$ cat src/rtl/component_serializer.sv
// Parallel-in / serial-out unroller: captures CYCLES+1 words in one handshake and
// streams them out highest index first on a valid/ready interface.
module component_serializer #(
    parameter int WIDTH  = 8,
    parameter int CYCLES = 4
) (
    input  logic                         clk,
    input  logic                         rst,
    input  logic                         load_valid,
    output logic                         load_ready,
    input  logic [CYCLES:0][WIDTH-1:0]   data_all_in,
    output logic                         out_valid,
    input  logic                         out_ready,
    output logic [WIDTH-1:0]             data_out,
    output logic                         out_last,
    output logic                         busy
);

    localparam int IW = $clog2(CYCLES + 1);
    localparam logic [IW-1:0] IDX_TOP = IW'(CYCLES);

    typedef enum logic [0:0] {
        ST_IDLE  = 1'b0,
        ST_SHIFT = 1'b1
    } state_t;

    state_t                        state_q, state_d;
    logic [IW-1:0]                 idx_q, idx_d;
    logic [CYCLES:0][WIDTH-1:0]    buf_q, buf_d;
    logic                          load_xfer_s;
    logic                          out_xfer_s;

    // Output decode from registered state; load_ready also looks at out_ready
    // so a new vector can be taken in the same cycle the last word leaves.
    always_comb begin
        out_valid  = 1'b0;
        busy       = 1'b0;
        data_out   = {WIDTH{1'b0}};
        out_last   = 1'b0;
        load_ready = 1'b0;
        case (state_q)
            ST_IDLE: begin
                load_ready = 1'b1;
            end
            ST_SHIFT: begin
                out_valid  = 1'b1;
                busy       = 1'b1;
                data_out   = buf_q[idx_q];
                out_last   = (idx_q == {IW{1'b0}});
                load_ready = (idx_q == {IW{1'b0}}) && out_ready;
            end
            default: begin
                load_ready = 1'b0;
            end
        endcase
        load_xfer_s = load_valid && load_ready;
        out_xfer_s  = out_valid && out_ready;
    end

    // Next-state logic: everything holds unless a handshake moves it.
    always_comb begin
        state_d = state_q;
        idx_d   = idx_q;
        buf_d   = buf_q;
        case (state_q)
            ST_IDLE: begin
                if (load_xfer_s) begin
                    buf_d   = data_all_in;
                    idx_d   = IDX_TOP;
                    state_d = ST_SHIFT;
                end else begin
                    state_d = ST_IDLE;
                end
            end
            ST_SHIFT: begin
                if (out_xfer_s) begin
                    if (idx_q == {IW{1'b0}}) begin
                        if (load_xfer_s) begin
                            buf_d   = data_all_in;
                            idx_d   = IDX_TOP;
                            state_d = ST_SHIFT;
                        end else begin
                            state_d = ST_IDLE;
                        end
                    end else begin
                        idx_d = idx_q - {{(IW-1){1'b0}}, 1'b1};
                    end
                end else begin
                    state_d = ST_SHIFT;
                end
            end
            default: begin
                state_d = ST_IDLE;
                idx_d   = {IW{1'b0}};
            end
        endcase
    end

    // State, index and word buffer registers with synchronous active-low reset.
    always_ff @(posedge clk) begin
        if (!rst) begin
            state_q <= ST_IDLE;
            idx_q   <= {IW{1'b0}};
            buf_q   <= '0;
        end else begin
            state_q <= state_d;
            idx_q   <= idx_d;
            buf_q   <= buf_d;
        end
    end

endmodule

$ cat config.mk
export PLATFORM = sky130hd
export DESIGN_NAME = component_serializer
export DESIGN_NICKNAME = d
export VERILOG_FILES = /design/src/rtl/component_serializer.sv
export SDC_FILE = /design/constraint.sdc
export NUM_CORES = 1
export LEC_CHECK = 0
export BUFFER_PORTS_ARGS = -buffer_cell sky130_fd_sc_hd__clkbuf_2
export CORE_AREA = 2 2 90 92
export DETAILED_ROUTE_END_ITERATION = 10
export DIE_AREA = 0 0 92 94
export PLACE_DENSITY_LB_ADDON = 0.2
export RECOVER_POWER = 100
export SLEW_MARGIN = 10
export SYNTH_ARGS = -nofsm -noshare
export SYNTH_HDL_FRONTEND = slang
export SYNTH_SLANG_ARGS = --single-unit
export TNS_END_PERCENT = 50
$ cat constraint.sdc
create_clock -name clk -period 3.6 [get_ports clk]
set_input_delay 0.54 -clock clk [delete_from_list [all_inputs] [get_ports clk]]
set_output_delay 0.54 -clock clk [all_outputs]
set_load 0.005 [all_outputs]
==> results of run 1 <==
-- power breakdown --
group | total (uW) | internal (uW) | switching, uW
sequential | 542 | 520 | 21.9
clock | 377 | 205 | 172
combinational | 151 | 76.6 | 74.3
-- sequential cells by signal (all words and copies together) (netlist names) --
| register | count |
|---|---|
| idx_q | 3 |
| state_q | 1 |
| buf_q | 40 |
-- routing by layer --
layer	up-vias	routed length (um)
met2	47	2087
li1	921	-
met4	0	63
met5	-	0
met3	7	270
met1	746	2507
-- per-stage QoR --
step	utilization, %	total power [uW]	worst slack [ns]	instances
2_1_floorplan	-	668.4	1.914	252
3_3_place_gp	33.19	706.5	1.364	392
3_5_place_dp	33.19	706.7	1.325	392
4_1_cts	34.65	1086	0.9997	400
5_1_grt	34.39	1127	0.4861	400
6_report	34.39	1070	0.7149	400
-- worst min-delay path: cells and delay by family --
family / cells / cell delay, ns
buffers and inverters: 1 / 0.08
multiplexers: 1 / 0.05
AND/OR/NAND/NOR: 1 / 0.04
-- synthesized netlist by cell type --
| library cell | number |
|---|---|
| nor2b_1 | 2 |
| nor3b_2 | 1 |
| mux2_2 | 15 |
| clkbuf_1 | 7 |
| a21boi_2 | 1 |
| nand3_1 | 1 |
| buf_1 | 2 |
| a21oi_1 | 2 |
| o21ai_0 | 3 |
| o21a_1 | 1 |
| inv_1 | 4 |
| a211oi_1 | 2 |
| o31ai_1 | 1 |
| nor4bb_1 | 1 |
| a222oi_1 | 1 |
| mux2i_1 | 40 |
| nor2_1 | 1 |
| nand3b_4 | 1 |
| buf_2 | 3 |
| a22oi_1 | 7 |
| and3b_1 | 2 |
| ha_1 | 2 |
| buf_4 | 1 |
| buf_12 | 4 |
| buf_6 | 4 |
| dfxtp_1 | 44 |
| or3_1 | 2 |
| mux2_1 | 1 |
| nand2_1 | 96 |
-- area by class of cell --
cell class | count | share of cell area, %
multi-input combinational | 183 | 45.24
sequential | 44 | 33.67
timing repair buffer | 59 | 11.38
tap | 102 | 4.878
clock buffer | 5 | 2.630
clock inverter | 3 | 1.626
inverter | 4 | 0.5739
-- worst min path at each step --
stage	end	cells past startpoint	startpoint	slack [ns]
after floorplan	buf_q[5]$_SDFFE_PN0P_	2	buf_q[5]$_SDFFE_PN0P_	0.43
final	buf_q[31]$_SDFFE_PN0P_	3	data_all_in[31]	0.46
after detailed placement	buf_q[17]$_SDFFE_PN0P_	2	buf_q[17]$_SDFFE_PN0P_	0.45
after global placement	buf_q[26]$_SDFFE_PN0P_	2	buf_q[26]$_SDFFE_PN0P_	0.44
after CTS	buf_q[34]$_SDFFE_PN0P_	3	data_all_in[34]	0.45
after global routing	buf_q[31]$_SDFFE_PN0P_	3	data_all_in[31]	0.45
-- cell families after synthesis --
family	count (synthesis)
multiplexers	56
adder cells (fa/ha/maj)	2
AO/OA/AOI/OAI	18
buffers and inverters	25
AND/OR/NAND/NOR	107
flip-flops	44
==> results.py, run 1 <==
metrics = {
    "pwr": {
        "powerDensity_nw_per_um2": 408.9,
        "ir_drop_uv": 123.0,
        "leakage_uw": 0.001208,
    },
    "clocking": {
        "cts_setup_buffers": 0,
        "numCtsBuffers": 5,
        "hold_buffers": 0,
        "clk_path_buf_depth": 2,
        "htree_levels": 2,
        "cts_tree": "done",
        "insertion_delay_ns": 0.30,
        "clkTransAtPathRegs_ns": 0.09,
        "clkSinkCount": 44,
        "cts_resized": 0,
        "cts_root_buf": "clkbuf_8",
    },
    "place": {
        "place.detailed.hpwl_mm": 3.488,
        "place_congestion": 0.7029,
        "post_dp_cell_area_um2": 2525,
        "io_buffers": 55,
    },
    "yosys": {
        "synth_seq_cells": 44,
        "synth-warning-count": 0,
        "synth_mux_area_share_pct": 25.62,
        "synthSimpleGateAreaFrac_pct": 20.04,
        "synth_cell_types": 29,
        "synth-xor-area-share_pct": 0,
        "syn_area_um2": 2266,
        "synth_compound_area_share_pct": 5.687,
        "synth.largest_area_cell": "dfxtp_1",
        "synthAdderAreaFrac_pct": 1.104,
        "synth.avg_cell_area_um2": 8.992,
        "seq_area_frac_synth_pct": 38.87,
        "netlist_instances": 252,
        "synth_top_cells_by_area": "dfxtp_1, mux2i_1, nand2_1",
        "synth_top_family_by_area": "multiplexers",
        "synthesis.nets": 298,
        "netlist.area_leader.share_pct": 38.87,
    },
    "sta": {
        "clock_skew_ns": 0.004323,
        "hold_viol_final": 0,
        "rsz0062_at_grt": "false",
        "slew_viol_final": 0,
        "whs_ns": 0.4575,
        "fmax_ghz": 0.3466,
        "finalCriticalPeriod_ns": 2.885,
        "setup_viol": 0,
        "setup_tns_ns": 0,
        "fin_crit_sh_pct": 80.14,
        "max_slew_margin_pct": 6.183,
        "worst_slew_pin_slew_ns": 1.407,
    },
    "setup_path": {
        "critical_path_class": "flop to flop",
        "worstPathRequired_ns": 3.79,
        "r2r_cells": 6,
        "cpMaxStageDelayCell": "dfxtp_1",
        "cp-startpoint": "idx_q[1]$_SDFFE_PN0N_",
        "crit_path_start_kind": "flop",
        "crit_path_end": "idx_q[1]$_SDFFE_PN0N_",
        "slowest_delay_ns": 0.83,
        "reg2reg_slack_ns": 0.71,
        "endpoint_kind": "flop",
        "arrival_ns": 3.07,
        "crit_path_max_fanout": 42,
        "cp.depth": 6,
        "path_cells": "inv_1 > ha_1 > nand3b_1 > a21boi_4 > clkbuf_2 > a211oi_1",
        "critPathBufInv": 2,
        "cp_top_family": "buffers and inverters",
        "reg2reg_to": "idx_q[1]$_SDFFE_PN0N_",
        "r2r_start": "idx_q[1]$_SDFFE_PN0N_",
    },
    "outcome": {
        "outcome": "completed",
    },
    "finish": {
        "final_common_cell": "nand2_1",
        "areaGrowthSynthToFinish_pct": 15.46,
        "nFillCells": 848,
        "multi_input_area_um2": 1184,
        "n_antenna_cell": 0,
        "layout_common_cells": "nand2_1, clkbuf_2, dfxtp_1, mux2i_1, mux2_2",
        "design_area_um2": 2616,
        "seq_area_um2": 880.8,
        "final_layout_size_suffix_gt1_share_pct": 26.17,
        "fin_nets": 343,
    },
    "global_routing": {
        "met3_usage_pct": 3.130,
        "grtUsageMet2_pct": 17.65,
        "grt_pass1_vias": 1671,
        "track_usage_pct": 11.93,
        "grt_pass1_wl_mm": 8.162,
        "antenna_found_initial": 0,
        "grt_max_degree": 43,
        "grtUsageMet1_pct": 16.77,
        "grt_busiest_layer": "met2",
        "gr-total-overflow": 0,
    },
    "routing": {
        "firstDrtPassIters": 4,
        "vias_per_cell": 4.303,
        "initialDrtViolationCount": 65,
        "ant_nets": 0,
        "wl_mm": 4.928,
        "via_count": 1721,
        "post_drt_wl_per_cell_um": 12.32,
        "drcViolationCount": 0,
    },
    "floorplanning": {
        "rows": 32,
        "dieArea_um2": 8648,
        "die_h_um": 94,
        "ioPinCount": 56,
        "core-area_um2": 7607,
        "initial_core_util_pct": 29.79,
        "die_w_um": 92,
    },
    "run": {
        "maxCapViolations": 0,
    },
    "min_path": {
        "min_path_type": "input pin to flop",
    },
}
(Power assumes the default switching activity.)
==> run 2, diff against run 1 <==
==> constraint.sdc (replaced) <==
create_clock -name clk -period 2.4 [get_ports clk]
set_input_delay 0.36 -clock clk [delete_from_list [all_inputs] [get_ports clk]]
set_output_delay 0.36 -clock clk [all_outputs]
set_load 0.005 [all_outputs]
==> run 2 against run 1 <==
Against the previous run: critical path depth down 1; sequential power grew 49%; sequential share of layout area hardly changed; via count rose by 1.7%; utilization about the same.
==> results.py, run 2 (synthesis gave the netlist of run 1 again) <==
metrics = {
    "sta": {
        "setup_viol": 0,
        "finalWorstSetupSlack_ns": 0.2755,
        "hold_viol_final": 0,
        "finalCriticalPeriod_ns": 2.125,
        "worst_slew_pin_slew_ns": 0.3706,
        "max_slew_margin_pct": 75.30,
        "slew_viol_final": 0,
        "fin_crit_sh_pct": 88.52,
        "clock_skew_ns": 0.008736,
        "setup_tns_ns": 0,
        "fmax_ghz": 0.4707,
        "rsz0062_at_grt": "false",
        "whs_ns": 0.2910,
    },
    "pwr": {
        "leakage_uw": 0.001199,
        "p_sw_uw": 388.8,
        "powerDensity_nw_per_um2": 580.2,
        "ir_drop_uv": 341.1,
        "power_frac_comb_pct": 15.1,
        "switching_share_pct": 25.60,
        "p_seq_share_pct": 53.3,
        "p_int_uw": 1130,
        "clock_power_share_pct": 31.6,
    },
    "global_routing": {
        "track_usage_pct": 11.75,
        "antenna_found_initial": 0,
        "grt_pass1_vias": 1660,
        "gr-total-overflow": 0,
        "grt_pass1_wl_mm": 8.086,
        "grt_max_degree": 43,
    },
    "setup_path": {
        "reg2reg_slack_ns": 0.40,
        "arrival_ns": 1.76,
        "critical_path_class": "flop to output pin",
        "crit_path_end": "data_out[4]",
        "cp_common_cell": "clkbuf_2",
        "worstPathRequired_ns": 2.04,
        "path_cells": "clkbuf_2 > mux2_2 > a22oi_1 > nand2_1 > clkbuf_2",
        "reg2reg_to": "buf_q[30]$_SDFFE_PN0P_",
        "cp-startpoint": "idx_q[1]$_SDFFE_PN0N_",
        "endpoint_kind": "output pin",
        "crit_path_max_fanout": 12,
        "crit_path_start_kind": "flop",
        "slowest_delay_ns": 0.39,
        "cpMaxStageDelayCell": "mux2_2",
        "r2r_cells": 7,
        "r2r_start": "idx_q[1]$_SDFFE_PN0N_",
    },
    "finish": {
        "largest_register_ffs": 40,
        "final_common_cell": "nand2_1",
        "final_layout_size_suffix_gt1_share_pct": 25.17,
        "fin_nets": 347,
        "design_area_um2": 2618,
        "stdcell_count": 404,
        "largest-register": "buf_q",
        "n_antenna_cell": 0,
        "reg_top3": "buf_q: 40 flops, idx_q: 3 flops, state_q: 1 flops",
        "layout_common_cells": "nand2_1, clkbuf_2, dfxtp_1, mux2i_1, mux2_2",
        "areaGrowthSynthToFinish_pct": 15.52,
    },
    "clocking": {
        "cts_setup_buffers": 0,
        "numCtsBuffers": 5,
        "clk_path_buf_depth": 2,
        "insertion_delay_ns": 0.29,
        "clkSinkCount": 44,
        "cts_tree": "done",
        "clkTransAtPathRegs_ns": 0.09,
        "hold_buffers": 0,
        "cts_resized": 0,
        "htree_levels": 2,
        "cts_root_buf": "clkbuf_8",
    },
    "routing": {
        "drcViolationCount": 0,
        "vias_per_cell": 4.334,
        "ant_nets": 0,
        "wl_mm": 5.063,
        "initialDrtViolationCount": 67,
        "via_count": 1751,
        "firstDrtPassIters": 5,
        "post_drt_wl_per_cell_um": 12.53,
    },
    "floorplanning": {
        "dieArea_um2": 8648,
        "die_h_um": 94,
        "ioPinCount": 56,
        "initial_core_util_pct": 29.79,
        "die_w_um": 92,
        "rows": 32,
        "core-area_um2": 7607,
    },
    "place": {
        "io_buffers": 55,
        "pre_cts_slack_ns": 0.6681,
        "place.detailed.hpwl_mm": 3.695,
        "place_congestion": 0.7091,
        "dp_cells": 396,
        "post_dp_cell_area_um2": 2567,
    },
    "outcome": {
        "outcome": "completed",
    },
    "min_path": {
        "min_path_type": "input pin to flop",
    },
    "run": {
        "maxCapViolations": 0,
    },
}
==> run 2: changes by cell type in the layout (fill, tap and decap cells not counted) <==
cell,previous run,this run
clkinv_2,1,0
mux2_2,13,15
clkbuf_8,5,6
buf_12,0,1
clkbuf_2,52,48
a21boi_0,0,1
clkbuf_1,4,11
clkinvlp_4,1,0
buf_4,3,5
a21boi_4,1,0
mux2_1,3,1
bufinv_16,1,0
==> run 2: final cells by class <==
cell class	instances	area, um^2
clock buffers	8	90.09
fillers	847	4990
inverters	4	15.01
multi-input cells	183	1172
flip-flops and latches	44	880.8
well taps	102	127.6
repair buffers	63	331.6
==> run 2: critical path: cells and delay by family (launching register included) <==
kind,cells,cell delay [ns]
buf+inv,2,0.41
mux,1,0.39
flops,1,0.33
compound gates,1,0.25
simple gates,1,0.09
==> run 2: worst min-delay path by stage <==
stage | start | end | slack [ns] | depth (start not counted)
CTS | data_all_in[20] | buf_q[20]$_SDFFE_PN0P_ | 0.28 | 3
global route | data_all_in[20] | buf_q[20]$_SDFFE_PN0P_ | 0.29 | 3
global placement | buf_q[22]$_SDFFE_PN0P_ | buf_q[22]$_SDFFE_PN0P_ | 0.44 | 2
detailed placement | buf_q[27]$_SDFFE_PN0P_ | buf_q[27]$_SDFFE_PN0P_ | 0.44 | 2
finish | data_all_in[11] | buf_q[11]$_SDFFE_PN0P_ | 0.29 | 3
floorplan | buf_q[5]$_SDFFE_PN0P_ | buf_q[5]$_SDFFE_PN0P_ | 0.43 | 2
==> run 2: metrics by stage <==
step	utilization, %	total power (uW)
final	34.41	1519
after detailed placement	33.75	1069
after global placement	33.75	1068
after floorplan	-	1003
after global routing	34.41	1601
after CTS	34.93	1549
==> run 2: per-layer routing <==
layer,wire length [um],vias up,global-route usage (%)
met5,0,-,0
met4,16,0,2.612
met3,318,2,3.531
met2,2170,42,17.71
met1,2558,776,16.54
li1,-,931,-
==> run 2: power by group through the flow <==
stage                     sequential [uW]  clock [uW]  combinational [uW]
after global routing                  817         527                 257
after global placement                828           0                 240
after floorplan                       814           0                 189
after CTS                             811         495                 243
final                                 809         480                 230
after detailed placement              828           0                 241
==> run 3, diff against run 2 <==
==> constraint.sdc (replaced) <==
create_clock -name clk -period 2.27 [get_ports clk]
set_input_delay 0.3405 -clock clk [delete_from_list [all_inputs] [get_ports clk]]
set_output_delay 0.3405 -clock clk [all_outputs]
set_load 0.005 [all_outputs]
==> run 3 against run 2 <==
Against the previous run: first-iteration DRC count shrank 12%; clock skew increased by 0.0019 ns; sequential share of layout area barely moved; register-to-register slack lost 0.16 ns; critical path type unchanged; largest cell class unchanged; highest routed layer unchanged.
==> results.py, run 3 (synthesis gave the netlist of run 1 again) <==
metrics = {
    "outcome": {
        "outcome": "completed",
    },
    "clocking": {
        "clk_path_buf_depth": 2,
        "cts_tree": "done",
        "insertion_delay_ns": 0.30,
        "numCtsBuffers": 5,
        "clkTransAtPathRegs_ns": 0.09,
        "cts_root_buf": "clkbuf_8",
        "clkSinkCount": 44,
        "htree_levels": 2,
        "cts_resized": 0,
        "hold_buffers": 0,
        "cts_setup_buffers": 0,
    },
    "floorplanning": {
        "initial_core_util_pct": 29.79,
        "rows": 32,
        "die_w_um": 92,
        "dieArea_um2": 8648,
        "core-area_um2": 7607,
        "die_h_um": 94,
        "ioPinCount": 56,
    },
    "global_routing": {
        "grt_pass1_wl_mm": 8.300,
        "antenna_found_initial": 0,
        "track_usage_pct": 12.28,
        "grt_pass1_vias": 1739,
        "grt_max_degree": 43,
        "gr-total-overflow": 0,
    },
    "setup_path": {
        "r2r_cells": 7,
        "cp.depth": 5,
        "cpMaxStageDelayCell": "mux2_2",
        "crit_path_end": "data_out[6]",
        "cp-startpoint": "idx_q[1]$_SDFFE_PN0N_",
        "slowest_delay_ns": 0.37,
        "critPathBufInv": 3,
        "critical_path_class": "flop to output pin",
        "endpoint_kind": "output pin",
        "crit_path_max_fanout": 19,
        "r2r_start": "idx_q[1]$_SDFFE_PN0N_",
        "reg2reg_slack_ns": 0.24,
        "arrival_ns": 1.77,
        "reg2reg_to": "buf_q[17]$_SDFFE_PN0P_",
        "worstPathRequired_ns": 1.93,
        "cp_top_family": "buffers and inverters",
        "path_cells": "buf_4 > mux2_2 > a222oi_1 > inv_1 > clkbuf_1",
        "crit_path_start_kind": "flop",
    },
    "routing": {
        "ant_nets": 0,
        "initialDrtViolationCount": 59,
        "post_drt_wl_per_cell_um": 12.79,
        "firstDrtPassIters": 4,
        "vias_per_cell": 4.426,
        "wl_mm": 5.166,
        "drcViolationCount": 0,
        "via_count": 1788,
    },
    "pwr": {
        "leakage_uw": 0.001188,
        "powerDensity_nw_per_um2": 620.5,
        "ir_drop_uv": 259.3,
    },
    "finish": {
        "reg_top3": "buf_q: 40 flops, idx_q: 3 flops, state_q: 1 flops",
        "largest-register": "buf_q",
        "final_common_cell": "nand2_1",
        "fin_nets": 347,
        "largest_register_ffs": 40,
        "n_antenna_cell": 0,
        "stdcell_count": 404,
        "final_layout_size_suffix_gt1_share_pct": 25.17,
        "areaGrowthSynthToFinish_pct": 15.46,
        "layout_common_cells": "nand2_1, clkbuf_2, dfxtp_1, mux2i_1, mux2_2",
    },
    "sta": {
        "max_slew_margin_pct": 56.97,
        "fmax_ghz": 0.4732,
        "setup_viol": 0,
        "rsz0062_at_grt": "false",
        "worst_slew_pin_slew_ns": 0.6426,
        "hold_viol_final": 0,
        "setup_tns_ns": 0,
        "fin_crit_sh_pct": 93.09,
        "finalCriticalPeriod_ns": 2.113,
        "finalWorstSetupSlack_ns": 0.1569,
        "slew_viol_final": 0,
        "clock_skew_ns": 0.01060,
    },
    "place": {
        "place.detailed.hpwl_mm": 3.695,
        "io_buffers": 55,
        "dp_cells": 396,
        "place_congestion": 0.6793,
        "pre_cts_slack_ns": 0.4516,
    },
    "run": {
        "maxCapViolations": 0,
    },
    "min_path": {
        "min_path_type": "input pin to flop",
    },
}
## run 3: cell count changes in the layout (fill, tap and decap cells not counted)
cell,previous run,this run
buf_12,1,0
clkbuf_2,48,45
buf_6,0,1
clkinvlp_4,0,2
buf_4,5,6
## run 3: worst reg2reg max path: cells and delay by family (launching register included)
kind | cells | cell delay (ns)
buffers and inverters | 3 | 0.79
flip-flops | 1 | 0.30
multiplexers | 1 | 0.27
AO/OA/AOI/OAI | 1 | 0.25
adder cells (fa/ha/maj) | 1 | 0.23
AND/OR/NAND/NOR | 1 | 0.14
## run 3: metal layers
layer	part of all wire, %	GRT usage, %	up-vias
li1	-	-	929
met1	49	16.68	806
met2	43	18.26	46
met3	6.9	3.852	7
met4	1.2	4.478	0
met5	0	0	-
## run 3: power breakdown
group	total [uW]	switching (uW)	internal, uW	leakage, uW
clock	526	280	247	0.0000434
sequential	853	28.9	825	0.000362
combinational	244	125	119	0.000782
## run 3: layout make-up
class	count	area, um^2
clock buffers	6	82.58
fillers	836	4991
clock inverters	2	15.01
repair buffers	63	322.8
flip-flops and latches	44	880.8
inverters	4	15.01
well taps	102	127.6
multi-input cells	183	1172
## run 3: metrics by stage
stage	area, um^2	utilization (%)	hold slack [ns]	total power (uW)
floorplan	2266	-	0.4306	1060
global placement	2567	33.75	0.4394	1128
detailed placement	2567	33.75	0.4475	1132
CTS	2665	35.03	0.2396	1666
global route	2616	34.39	0.2527	1710
finish	2616	34.39	0.2500	1623
## run 3: how the worst min path moves through the flow
| stage | start | to | slack, ns | depth (start not counted) |
|---|---|---|---|---|
| after floorplan | buf_q[5]$_SDFFE_PN0P_ | buf_q[5]$_SDFFE_PN0P_ | 0.43 | 2 |
| after global placement | buf_q[17]$_SDFFE_PN0P_ | buf_q[17]$_SDFFE_PN0P_ | 0.44 | 2 |
| after detailed placement | buf_q[31]$_SDFFE_PN0P_ | buf_q[31]$_SDFFE_PN0P_ | 0.45 | 2 |
| after CTS | data_all_in[15] | buf_q[15]$_SDFFE_PN0P_ | 0.24 | 3 |
| after global routing | data_all_in[7] | buf_q[7]$_SDFFE_PN0P_ | 0.25 | 3 |
| final | data_all_in[7] | buf_q[7]$_SDFFE_PN0P_ | 0.25 | 3 |
